--- src/rtl/seg_pkg.sv ---
// Shared definitions for the multiplexed 7-segment scan controller.
//   SEG_OFF / AN_OFF : idle pin values (segments dark, all anodes disabled)
//   scan_state_t     : per-slot scan phase (blank gap, then lit digit)
//   SEG_A..SEG_DP    : bit positions inside the {DP,G,F,E,D,C,B,A} segment byte
package seg_pkg;

  localparam logic [7:0] SEG_OFF = 8'h00;
  // Wide enough for the largest supported digit count; users slice it.
  localparam logic [7:0] AN_OFF  = 8'hFF;

  localparam int SEG_A  = 0;
  localparam int SEG_B  = 1;
  localparam int SEG_C  = 2;
  localparam int SEG_D  = 3;
  localparam int SEG_E  = 4;
  localparam int SEG_F  = 5;
  localparam int SEG_G  = 6;
  localparam int SEG_DP = 7;

  typedef enum logic {
    ST_BLANK = 1'b0,
    ST_SHOW  = 1'b1
  } scan_state_t;

endpackage

--- src/rtl/seg_scan_tick.sv ---
// Scan-slot prescaler. A free-running divider counts 0..CLK_DIV-1 and wraps.
//   clk, rst   : clock, async active-high reset (divider restarts at 0)
//   slot_end_o : high on the last cycle of a slot (the cycle the divider wraps)
//   blank_end_o: high on the last cycle of the blank gap at the start of a slot
module seg_scan_tick #(
  parameter int CLK_DIV   = 50000,
  parameter int BLANK_CYC = 8
) (
  input  logic clk,
  input  logic rst,
  output logic slot_end_o,
  output logic blank_end_o
);

  localparam int DIVW = (CLK_DIV > 1) ? $clog2(CLK_DIV) : 1;

  logic [DIVW-1:0] div_q, div_d;

  assign slot_end_o  = (div_q == DIVW'(CLK_DIV - 1));
  assign blank_end_o = (div_q == DIVW'(BLANK_CYC - 1));

  always_comb begin
    div_d = div_q + DIVW'(1);
    if (slot_end_o) div_d = '0;
  end

  always_ff @(posedge clk or posedge rst) begin
    if (rst) div_q <= '0;
    else     div_q <= div_d;
  end

endmodule

--- src/rtl/seg_scan_ctrl.sv ---
// Time-multiplexed driver for NDIGITS common-anode 7-segment digits sharing one
// external hex decoder. Double-buffered frame data, blank gaps between digits,
// optional leading-zero suppression, DP owned by this block.
//   clk, rst        : clock, async active-high reset
//   wr_en/wr_data/wr_dp : load pending buffer (nibble i -> digit i, digit 0 rightmost)
//   blank_lead      : live enable for leading-zero suppression
//   dec_code        : nibble of the digit being scanned, to the decoder
//   dec_seg         : decoder result {DP,G..A}; its DP bit is ignored
//   an              : registered active-low anode enables
//   seg             : registered active-high segment drive {DP,G..A}
//   frame_done      : one-cycle pulse on the cycle the scan wraps to digit 0
module seg_scan_ctrl
  import seg_pkg::*;
#(
  parameter int NDIGITS   = 4,
  parameter int CLK_DIV   = 50000,
  parameter int BLANK_CYC = 8
) (
  input  logic                   clk,
  input  logic                   rst,
  input  logic                   wr_en,
  input  logic [4*NDIGITS-1:0]   wr_data,
  input  logic [NDIGITS-1:0]     wr_dp,
  input  logic                   blank_lead,
  output logic [3:0]             dec_code,
  input  logic [7:0]             dec_seg,
  output logic [NDIGITS-1:0]     an,
  output logic [7:0]             seg,
  output logic                   frame_done
);

  localparam int                  IDXW       = $clog2(NDIGITS);
  localparam logic [IDXW-1:0]     IDX_LAST   = IDXW'(NDIGITS - 1);
  localparam logic [NDIGITS-1:0]  AN_ALL_OFF = AN_OFF[NDIGITS-1:0];

  scan_state_t            state_q, state_d;
  logic [IDXW-1:0]        idx_q, idx_d;
  logic [4*NDIGITS-1:0]   pend_data_q, act_data_q;
  logic [NDIGITS-1:0]     pend_dp_q, act_dp_q;
  logic [NDIGITS-1:0]     an_q, an_d;
  logic [7:0]             seg_q, seg_d;

  logic                   slot_end, blank_end, wrap;
  logic [NDIGITS-1:0]     lz_mask, an_sel;
  logic                   zero_run, cur_dp, cur_lz, suppress;
  logic [3:0]             cur_nib;
  // The decoder's DP output is deliberately dropped; DP comes from the frame buffer.
  logic                   dec_dp_unused;

  assign dec_dp_unused = dec_seg[SEG_DP];

  seg_scan_tick #(
    .CLK_DIV   (CLK_DIV),
    .BLANK_CYC (BLANK_CYC)
  ) u_tick (
    .clk         (clk),
    .rst         (rst),
    .slot_end_o  (slot_end),
    .blank_end_o (blank_end)
  );

  // lz_mask[i] = every active nibble from the top digit down to i is zero.
  always_comb begin
    zero_run = 1'b1;
    lz_mask  = '0;
    for (int i = NDIGITS - 1; i >= 0; i--) begin
      zero_run   = zero_run & (act_data_q[4*i +: 4] == 4'h0);
      lz_mask[i] = zero_run;
    end
  end

  always_comb begin
    cur_nib = 4'h0;
    cur_dp  = 1'b0;
    cur_lz  = 1'b0;
    an_sel  = AN_ALL_OFF;
    for (int i = 0; i < NDIGITS; i++) begin
      if (idx_q == IDXW'(i)) begin
        cur_nib   = act_data_q[4*i +: 4];
        cur_dp    = act_dp_q[i];
        cur_lz    = lz_mask[i];
        an_sel[i] = 1'b0;
      end
    end
  end

  assign dec_code = cur_nib;

  // Digit 0 always shows, and a lit DP keeps its digit visible.
  assign suppress   = blank_lead & cur_lz & ~cur_dp & (idx_q != '0);
  assign wrap       = (state_q == ST_SHOW) & slot_end & (idx_q == IDX_LAST);
  assign frame_done = wrap;

  always_comb begin
    state_d = state_q;
    idx_d   = idx_q;
    an_d    = AN_ALL_OFF;
    seg_d   = SEG_OFF;
    case (state_q)
      ST_BLANK: begin
        if (blank_end) state_d = ST_SHOW;
      end
      ST_SHOW: begin
        if (!suppress) begin
          an_d                = an_sel;
          seg_d[SEG_DP]       = cur_dp;
          seg_d[SEG_G:SEG_A]  = dec_seg[SEG_G:SEG_A];
        end
        if (slot_end) begin
          state_d = ST_BLANK;
          idx_d   = (idx_q == IDX_LAST) ? '0 : idx_q + IDXW'(1);
        end
      end
      default: state_d = ST_BLANK;
    endcase
  end

  always_ff @(posedge clk or posedge rst) begin
    if (rst) begin
      state_q     <= ST_BLANK;
      idx_q       <= '0;
      pend_data_q <= '0;
      pend_dp_q   <= '0;
      act_data_q  <= '0;
      act_dp_q    <= '0;
      an_q        <= AN_ALL_OFF;
      seg_q       <= SEG_OFF;
    end else begin
      state_q <= state_d;
      idx_q   <= idx_d;
      an_q    <= an_d;
      seg_q   <= seg_d;
      if (wr_en) begin
        pend_data_q <= wr_data;
        pend_dp_q   <= wr_dp;
      end
      // Commit takes the pending value from before this edge, so a write on
      // the wrap cycle waits for the following frame.
      if (wrap) begin
        act_data_q <= pend_data_q;
        act_dp_q   <= pend_dp_q;
      end
    end
  end

  assign an  = an_q;
  assign seg = seg_q;

endmodule
--- config.mk ---
export PLATFORM = sky130hd
export DESIGN_NAME = seg_scan_ctrl
export DESIGN_NICKNAME = d
export VERILOG_FILES = /design/src/rtl/seg_pkg.sv /design/src/rtl/seg_scan_tick.sv /design/src/rtl/seg_scan_ctrl.sv
export SDC_FILE = /design/constraint.sdc
export NUM_CORES = 1
export LEC_CHECK = 0
export ABC_AREA = 1
export BUFFER_PORTS_ARGS = -buffer_cell sky130_fd_sc_hd__buf_2
export CELL_PAD_IN_SITES_DETAIL_PLACEMENT = 2
export CELL_PAD_IN_SITES_GLOBAL_PLACEMENT = 2
export CORE_MARGIN = 4
export CORE_UTILIZATION = 38
export CTS_CLUSTER_SIZE = 14
export DETAILED_ROUTE_END_ITERATION = 7
export GPL_TIMING_DRIVEN = 0
export HOLD_SLACK_MARGIN = 0.05
export MAX_ROUTING_LAYER = met4
export PLACE_DENSITY_LB_ADDON = 0.1
export SLEW_MARGIN = 20
export SYNTH_ARGS = -nofsm -noshare
export SYNTH_HDL_FRONTEND = slang
export SYNTH_SLANG_ARGS = --single-unit
--- constraint.sdc ---
create_clock -name clk -period 3.25 [get_ports clk]
set_clock_uncertainty 0.1 [all_clocks]
set_input_delay 0.4875 -clock clk [delete_from_list [all_inputs] [get_ports clk]]
set_output_delay 0.4875 -clock clk [all_outputs]
set_load 0.005 [all_outputs]
==> metrics.csv, run 1 <==
metric;value;unit
drv_slew;0;
firstDrtPassIters;4;
hp-class;in -> reg;
criticalPathCategory;reg -> out;
cts_resized;0;
power_frac_clock;44.9;%
dpl.hpwl;6333;um
routed_wl;8597;um
core_area;8636;um2
cts_num_sinks;71;
dpl_cell_area;3741;um2
p_leak;2.141;nW
critPathMaxFanout;9;
finalSetupTns;0;ns
n_antenna_cell;0;
place.gp.congestion;0.8183;
yosysWarnings;0;
power_switching;0.4054;mW
tightestPinTransition;0.4534;ns
synthCells;354;
netSwitchingFraction;22.11;%
fmax;373.8;MHz
grt.total_usage;19.28;%
max-vdd-ir-drop;0.2332;mV
rsz0062_at_grt;no;
status;complete, no violations;
dieArea;10390;um2
clock-root-buffer;clkbuf_8;
synth-seq-cells;71;
clockBufferDepth;2;
syn_area_per_cell;9.472;um2
cp.arrival;2.09;ns
ioPinCount;49;
fin_area;3983;um2
drcViolationCount;0;
cts.clk_slew.worst_paths;0.08;ns
cts_buffers;9;
placement.io_buffers;46;
syn_to_final_growth;18.77;%
row_count;34;
max_slew_margin;69.77;%
grt_max_degree;41;
cts_hold_buffers;1;
final_util;46.12;%
p_seq_share;50.6;%
p_per_area;460.5;nW/um2
end_kind;primary output;
setup_viol;0;
die_h;101.9;um
start_util;38.83;%
wl_per_cell;16.34;um
internal_power;1.428;mW
grt_pass1_wl;14800;um
cts_tree;yes;
antenna_found_initial;0;
ys_seq_area_share;53.13;%
period_minus_slack;2.675;ns
overflow;0;
die_w;101.9;um
cts-htree-levels;3;
vias;2599;
nets;450;
period_share;82.31;%
drive_gt1_share;29.67;%
critPathLaunchType;flip-flop;
cp.required;2.66;ns
drt_iter0_markers;30;
clk_latency;0.35;ns
via_per_inst;4.941;
post_cts_buffers;0;
ant_nets;0;
syn-cell-area;3353;um2
drv_cap;0;
grt_pass1_vias;3007;
synth.net_count;391;
ys_types;35;
hold_violations;0;
comb_power_share;4.5;%
==> critical path: stages, from the launching register on <==
cell and delay (ns):
dfrtp_1 0.44, inv_1 0.14, ha_1 0.28, clkinv_1 0.26
o211ai_1 0.19, o211ai_1 0.15, o21ai_0 0.13, buf_2 0.15
==> area by class of cell <==
type / count / area (um2)
Buffer: 9 / 67.56
Clock buffer: 11 / 151.4
Clock inverter: 5 / 80.08
Fill cell: 963 / 4653
Inverter: 66 / 251.5
Multi-Input combinational cell: 208 / 1255
Sequential cell: 71 / 1782
Tap cell: 108 / 135.1
Timing Repair Buffer: 48 / 260.3
==> cells in the mapped netlist (all sizes together) <==
library cell	count	area [um2]
dfrtp	67	1677
nand2	64	257.8
inv	63	236.5
nor2	34	162.7
o21ai	27	146.4
mux2	20	225.2
a21oi	13	65.06
nand3	13	80.08
o211ai	9	67.56
xor2	7	61.31
buf	6	55.05
ha	5	62.56
dfstp	4	105.1
nand4	4	46.29
clkbuf	3	12.51
clkinv	3	12.51
nor3	3	15.01
nor4	3	18.77
xnor2	2	17.52
a211oi	1	7.510
a21boi	1	7.510
nand3b	1	7.510
or2	1	6.260
==> power groups by stage <==
stage / clock network, mW / logic, mW / registers (mW)
after floorplan: 0 / 0.0469 / 0.941
after global routing: 0.892 / 0.0937 / 0.933
after detailed placement: 0 / 0.0850 / 0.947
after CTS: 0.849 / 0.0863 / 0.929
final: 0.823 / 0.0827 / 0.929
after global placement: 0 / 0.0765 / 0.945
==> registers in the layout, summed over array words and instances, names as in the netlist <==
register	cells
state_q	1
seg	8
pend_data_q	16
act_data_q	16
an	4
pend_dp_q	4
u_tick.div_q	16
idx_q	2
act_dp_q	4
==> final timing paths <==
path	cells after the start	slack, ns	end	start
max in group asynchronous	4	1.85	an[0]	rst
worst max register to register	11	1.25	an[1]	idx_q[0]
worst max-delay path	7	0.57	dec_code[0]	idx_q[0]
worst min register to register	1	0.37	u_tick.div_q[0]	u_tick.div_q[0]
min in group asynchronous	3	0.58	pend_data_q[4]	rst
worst min-delay path	3	0.25	seg[5]	dec_seg[5]
==> routing by layer <==
layer	vias to the layer above	global-route usage (%)	part of all wire [%]
met5	-	-	0
met4	0	6.660	1.2
met3	10	3.481	2.0
met2	30	35.16	56
met1	1322	21.03	40
li1	1237	-	-
==> cells in the final DEF, fill, tap and decap left out, types with 7 or more instances in the layout <==
master	Yosys	routed
a21oi_1	13	13
o21ai_1	19	19
nand2_2	7	7
nand3_1	10	10
clkbuf_8	0	11
inv_1	59	58
nand2_1	57	57
buf_2	2	48
dfrtp_1	67	67
nor2_1	26	26
xor2_1	7	7
o211ai_1	9	9
mux2_2	20	20
==> logic make-up (layout without fill, tap and decap cells) <==
| family | Yosys count | count (layout) | synth area share, % |
|---|---|---|---|
| buffers and inverters | 75 | 139 | 9.440 |
| flip-flops | 71 | 71 | 53.13 |
| adder cells (fa/ha/maj) | 5 | 5 | 1.866 |
| XOR/XNOR | 9 | 9 | 2.351 |
| AND/OR/NAND/NOR | 123 | 123 | 17.72 |
| AO/OA/AOI/OAI | 51 | 51 | 8.769 |
| multiplexers | 20 | 20 | 6.717 |
==> metrics by stage <==
step / hold slack, ns / std cells / setup slack (ns) / total power, mW
after global placement: 0.3489 / 508 / -0.1445 / 1.021
after CTS: 0.2375 / 526 / 0.5375 / 1.864
after floorplan: 0.3329 / 354 / 0.8726 / 0.9878
after global routing: 0.2380 / 526 / 0.4474 / 1.918
final: 0.2519 / 526 / 0.5748 / 1.834
after detailed placement: 0.3567 / 509 / 0.9844 / 1.032
Note: power is estimated with default switching activity, not from simulation.
==> inputs of run 2 (changes only) <==
--- a/config.mk
+++ b/config.mk
@@ -10,7 +10,7 @@
 export CELL_PAD_IN_SITES_DETAIL_PLACEMENT = 2
 export CELL_PAD_IN_SITES_GLOBAL_PLACEMENT = 2
 export CORE_MARGIN = 4
-export CORE_UTILIZATION = 38
+export CORE_UTILIZATION = 32
 export CTS_CLUSTER_SIZE = 14
 export DETAILED_ROUTE_END_ITERATION = 7
 export GPL_TIMING_DRIVEN = 0
==> constraint.sdc (replaced) <==
create_clock -name clk -period 2.4 [get_ports clk]
set_clock_uncertainty 0.1 [all_clocks]
set_input_delay 0.36 -clock clk [delete_from_list [all_inputs] [get_ports clk]]
set_output_delay 0.36 -clock clk [all_outputs]
set_load 0.005 [all_outputs]
==> run 2 against run 1 <==
Cell area rose by 3.6%. Clock-buffer cell count did not move. Die area rose by 17%. Global-route usage fell by 4.3 points. Hold slack got worse by 0.12 ns. Register-to-register slack got worse by 0.87 ns. Combinational power rose by 34%. Setup slack got worse by 0.47 ns. Wire length fell by 3.0%.
==> metrics.csv, run 2 (synthesis gave the netlist of run 1 again) <==
metric;value;unit
fin_ws;0.1056;ns
cts-htree-levels;3;
status;complete, no violations;
hold_depth;3;
criticalPathCategory;reg -> out;
max_slew_margin;72.41;%
core_area;10280;um2
rr_worst_depth;7;
die_h;110.4;um
max-vdd-ir-drop;0.2596;mV
cp.arrival;1.83;ns
place.gp.congestion;0.7363;
cp.required;1.94;ns
syn_to_final_growth;23.10;%
cts_buffers;9;
power_switching;0.5358;mW
total_power;2.445;mW
final_util;40.16;%
wl_per_cell;14.91;um
startpoint;idx_q[0];
rrSetupSlack;0.38;ns
firstDrtPassIters;4;
comb_power_share;4.6;%
cp-endpoint;dec_code[2];
tightestPinTransition;0.4138;ns
n_antenna_cell;0;
end_kind;primary output;
row_count;37;
drt_iter0_markers;56;
drv_cap;0;
nets;455;
overflow;0;
dp_cells;537;
cts_tree;yes;
vias;2543;
rr_startpoint;idx_q[0];
internal_power;1.909;mW
cts_num_sinks;71;
grt_pass1_wl;13480;um
final_common_cell;dfrtp_1;
clk_latency;0.35;ns
setup_viol;0;
dpl.hpwl;6094;um
grt.total_usage;14.99;%
timing.rr.end;seg[5];
fin_cells;559;
antenna_found_initial;0;
most-common-layout-cells;66 x dfrtp_1, 57 x nand2_1, 54 x inv_1;
p_leak;2.185;nW
critPathMaxFanout;10;
netSwitchingFraction;21.91;%
period_minus_slack;2.294;ns
via_per_inst;4.549;
dieArea;12180;um2
grt_pass1_vias;2712;
critPathLaunchType;flip-flop;
p_per_area;592.4;nW/um2
drcViolationCount;0;
routed_wl;8337;um
ioPinCount;49;
grt_max_degree;43;
drv_slew;0;
hp-class;in -> reg;
clockBufferDepth;2;
start_util;32.63;%
power_frac_clock;44.1;%
ant_nets;0;
period_share;95.60;%
fmax;435.8;MHz
die_w;110.4;um
cts.clk_slew.worst_paths;0.07;ns
placement.io_buffers;46;
clock-root-buffer;clkbuf_8;
reg_top3;act_data_q: 16 flops, pend_data_q: 16 flops, u_tick.div_q: 16 flops;
hold_violations;0;
place_ws;0.2371;ns
p_seq_share;51.3;%
drive_gt1_share;33.10;%
[run 2: changes by cell type in the layout (fill, tap and decap cells not counted), sizes merged]
cell	before	now
clkbuf	14	13
buf	53	59
[run 2: worst min-delay path by stage]
stage / end / slack (ns) / startpoint
2_1_floorplan: u_tick.div_q[0] / 0.33 / u_tick.div_q[0]
3_3_place_gp: u_tick.div_q[0] / 0.35 / u_tick.div_q[0]
3_5_place_dp: pend_data_q[0] / 0.30 / rst
4_1_cts: pend_data_q[11] / 0.11 / wr_data[11]
5_1_grt: pend_data_q[0] / 0.11 / wr_data[0]
6_report: seg[0] / 0.13 / dec_seg[0]
[run 2: area by class of cell]
| class | instances | area [um2] |
|---|---|---|
| Clock inverter | 5 | 81.33 |
| Tap cell | 136 | 170.2 |
| Buffer | 8 | 63.81 |
| Multi-Input combinational cell | 208 | 1305 |
| Timing Repair Buffer | 54 | 325.3 |
| Sequential cell | 71 | 1783 |
| Inverter | 66 | 257.7 |
| Fill cell | 1157 | 6150 |
| Clock buffer | 11 | 141.4 |
[run 2: power by group through the flow]
| stage | clock (mW) | combinational [mW] | sequential, mW |
|---|---|---|---|
| after detailed placement | 0 | 0.115 | 1.28 |
| after global placement | 0 | 0.105 | 1.28 |
| after global routing | 1.19 | 0.127 | 1.26 |
| after floorplan | 0 | 0.0635 | 1.27 |
| after CTS | 1.12 | 0.116 | 1.26 |
| final | 1.08 | 0.111 | 1.26 |
[run 2: worst max-delay path, stage by stage, from the launching register on]
cell,delay (ns)
dfrtp_2,0.42
buf_12,0.12
ha_2,0.26
clkinvlp_4,0.23
o211ai_1,0.17
o21ai_0,0.14
buf_2,0.15
[run 2: what timing repair did]
action                     in CTS  in global routing
gates resized for setup         5                 14
setup buffers                   0                  6
setup endpoints to repair       4                  5
hold endpoints to repair       29                  0
hold buffers                    1                  0
pin swaps                       0                  1
[run 2: metal layers]
layer / up-vias / GRT usage (%) / part of all wire (%)
li1: 1244 / - / -
met1: 1260 / 17.88 / 43
met2: 34 / 25.17 / 53
met3: 5 / 3.669 / 2.9
met4: 0 / 4.485 / 0.61
met5: - / - / 0
[run 2: per-stage QoR]
stage / setup TNS (ns) / area, um2 / hold WS [ns]
finish: 0 / 4128 / 0.1312
global route: -0.03027 / 4128 / 0.1073
CTS: 0 / 4021 / 0.1101
detailed placement: 0 / 3784 / 0.2968
global placement: -59.91 / 3754 / 0.3504
floorplan: 0 / 3353 / 0.3329
==> inputs of run 3 (changes only) <==
--- a/config.mk
+++ b/config.mk
@@ -9,11 +9,10 @@
 export BUFFER_PORTS_ARGS = -buffer_cell sky130_fd_sc_hd__buf_2
 export CELL_PAD_IN_SITES_DETAIL_PLACEMENT = 2
 export CELL_PAD_IN_SITES_GLOBAL_PLACEMENT = 2
-export CORE_MARGIN = 4
+export CORE_MARGIN = 2
 export CORE_UTILIZATION = 32
 export CTS_CLUSTER_SIZE = 14
 export DETAILED_ROUTE_END_ITERATION = 7
-export GPL_TIMING_DRIVEN = 0
 export HOLD_SLACK_MARGIN = 0.05
 export MAX_ROUTING_LAYER = met4
 export PLACE_DENSITY_LB_ADDON = 0.1
==> run 3 against run 2 <==
Clock-buffer cell count is 1 lower. Largest power group unchanged. Combinational power hardly changed. Total power is 0.46% lower. Non-clock buffer count is 5 lower. Critical endpoint is now dec_code[1].
==> metrics.csv, run 3 (synthesis gave the netlist of run 1 again) <==
metric;value;unit
nets;451;
die_h;106.4;um
cts_tree;yes;
fin_cells;554;
end_kind;primary output;
cts_buffers;9;
comb_power_share;4.5;%
routed_wl;8001;um
crit_family;flip-flops;
worst-path-buf-inv;3;
grt.total_usage;16.25;%
slowest_stage;dfrtp_1;
cts-htree-levels;3;
power_frac_clock;43.9;%
clockBufferDepth;2;
syn_to_final_growth;21.60;%
timing.hold.ws;0.1295;ns
drcViolationCount;0;
reg_top3;act_data_q: 16 flops, pend_data_q: 16 flops, u_tick.div_q: 16 flops;
overflow;0;
hold_violations;0;
p_per_area;596.9;nW/um2
internal_power;1.901;mW
p_seq_share;51.6;%
power_switching;0.5331;mW
max-vdd-ir-drop;0.2711;mV
wl_per_cell;14.44;um
cts_num_sinks;71;
antenna_found_initial;0;
cp_common_cell;o211ai_1;
final_common_cell;dfrtp_1;
drv_slew;0;
path_cells;inv_2 -> ha_4 -> inv_4 -> nor2_4 -> nand2_1 -> o211ai_1 -> o211ai_1 -> o21ai_0 -> buf_2;
tightestPinTransition;0.6336;ns
rrSetupSlack;0.27;ns
criticalPathCategory;reg -> out;
final_util;39.86;%
grt_pass1_wl;14020;um
finalSetupTns;0;ns
status;complete, no violations;
ioPinCount;49;
fmax;445.5;MHz
clk_latency;0.35;ns
drive_gt1_share;33.01;%
period_minus_slack;2.244;ns
cp.arrival;1.78;ns
die_w;106.4;um
start_util;32.77;%
firstDrtPassIters;3;
dp_cells;530;
rsz0062_at_grt;yes;
vias;2534;
period_share;93.52;%
hp-class;in -> reg;
via_per_inst;4.574;
most-common-layout-cells;66 x dfrtp_1, 57 x nand2_1, 54 x inv_1;
max_slew_margin;57.68;%
dpl.hpwl;5706;um
grt_pass1_vias;2911;
critPathMaxFanout;5;
core_area;10230;um2
n_antenna_cell;0;
critPathLaunchType;flip-flop;
row_count;37;
drt_iter0_markers;52;
cts.clk_slew.worst_paths;0.08;ns
clock-root-buffer;clkbuf_8;
grt_max_degree;72;
ant_nets;0;
placement.io_buffers;47;
netSwitchingFraction;21.90;%
p_leak;2.148;nW
slowest_delay;0.41;ns
place.gp.congestion;0.7779;
dieArea;11310;um2
setup_viol;0;
drv_cap;0;
cp.required;1.94;ns
[run 3: worst paths after layout]
check                                      from              end  cells after the start
worst max-delay path                   idx_q[1]      dec_code[1]                      9
worst min-delay path                 wr_data[8]   pend_data_q[8]                      2
worst max register to register  u_tick.div_q[0]    act_data_q[4]                      8
max in group asynchronous                   rst            an[1]                      4
min in group asynchronous                   rst   pend_data_q[0]                      4
worst min register to register  u_tick.div_q[0]  u_tick.div_q[0]                      1
[run 3: final cells by class]
type / count / area (um2)
repair buffers: 57 / 329.1
flip-flops and latches: 71 / 1783
inverters: 66 / 260.3
repair inverters: 1 / 7.507
fillers: 1136 / 6153
clock buffers: 10 / 137.6
well taps: 136 / 170.2
multi-input cells: 208 / 1308
clock inverters: 5 / 82.58
[run 3: timing repair]
action	CTS	global route
hold endpoints to repair	67	0
hold buffers	1	0
setup endpoints to repair	4	5
resized for setup	5	18
gates cloned	0	1
buffers inserted	1	6
pin swaps	0	5
[run 3: metrics by stage]
stage,area [um2],power [mW],setup WS [ns]
final,4078,2.434,0.1556
after global routing,4078,2.546,-0.06416
after CTS,3968,2.485,0.005015
after detailed placement,3719,1.393,0.2374
after global placement,3719,1.387,0.3059
after floorplan,3353,1.338,0.1501
[run 3: per-layer routing]
metal | global-route usage (%) | routed length, um
met1 | 17.64 | 3350
met2 | 29.53 | 4330
met3 | 3.372 | 219
met4 | 5.357 | 101
met5 | - | 0
[run 3: power groups by stage]
stage | Combinational [mW] | Sequential [mW] | Clock, mW
2_1_floorplan | 0.0635 | 1.27 | 0
3_3_place_gp | 0.108 | 1.28 | 0
3_5_place_dp | 0.112 | 1.28 | 0
4_1_cts | 0.113 | 1.26 | 1.11
5_1_grt | 0.126 | 1.26 | 1.16
6_report | 0.108 | 1.26 | 1.07
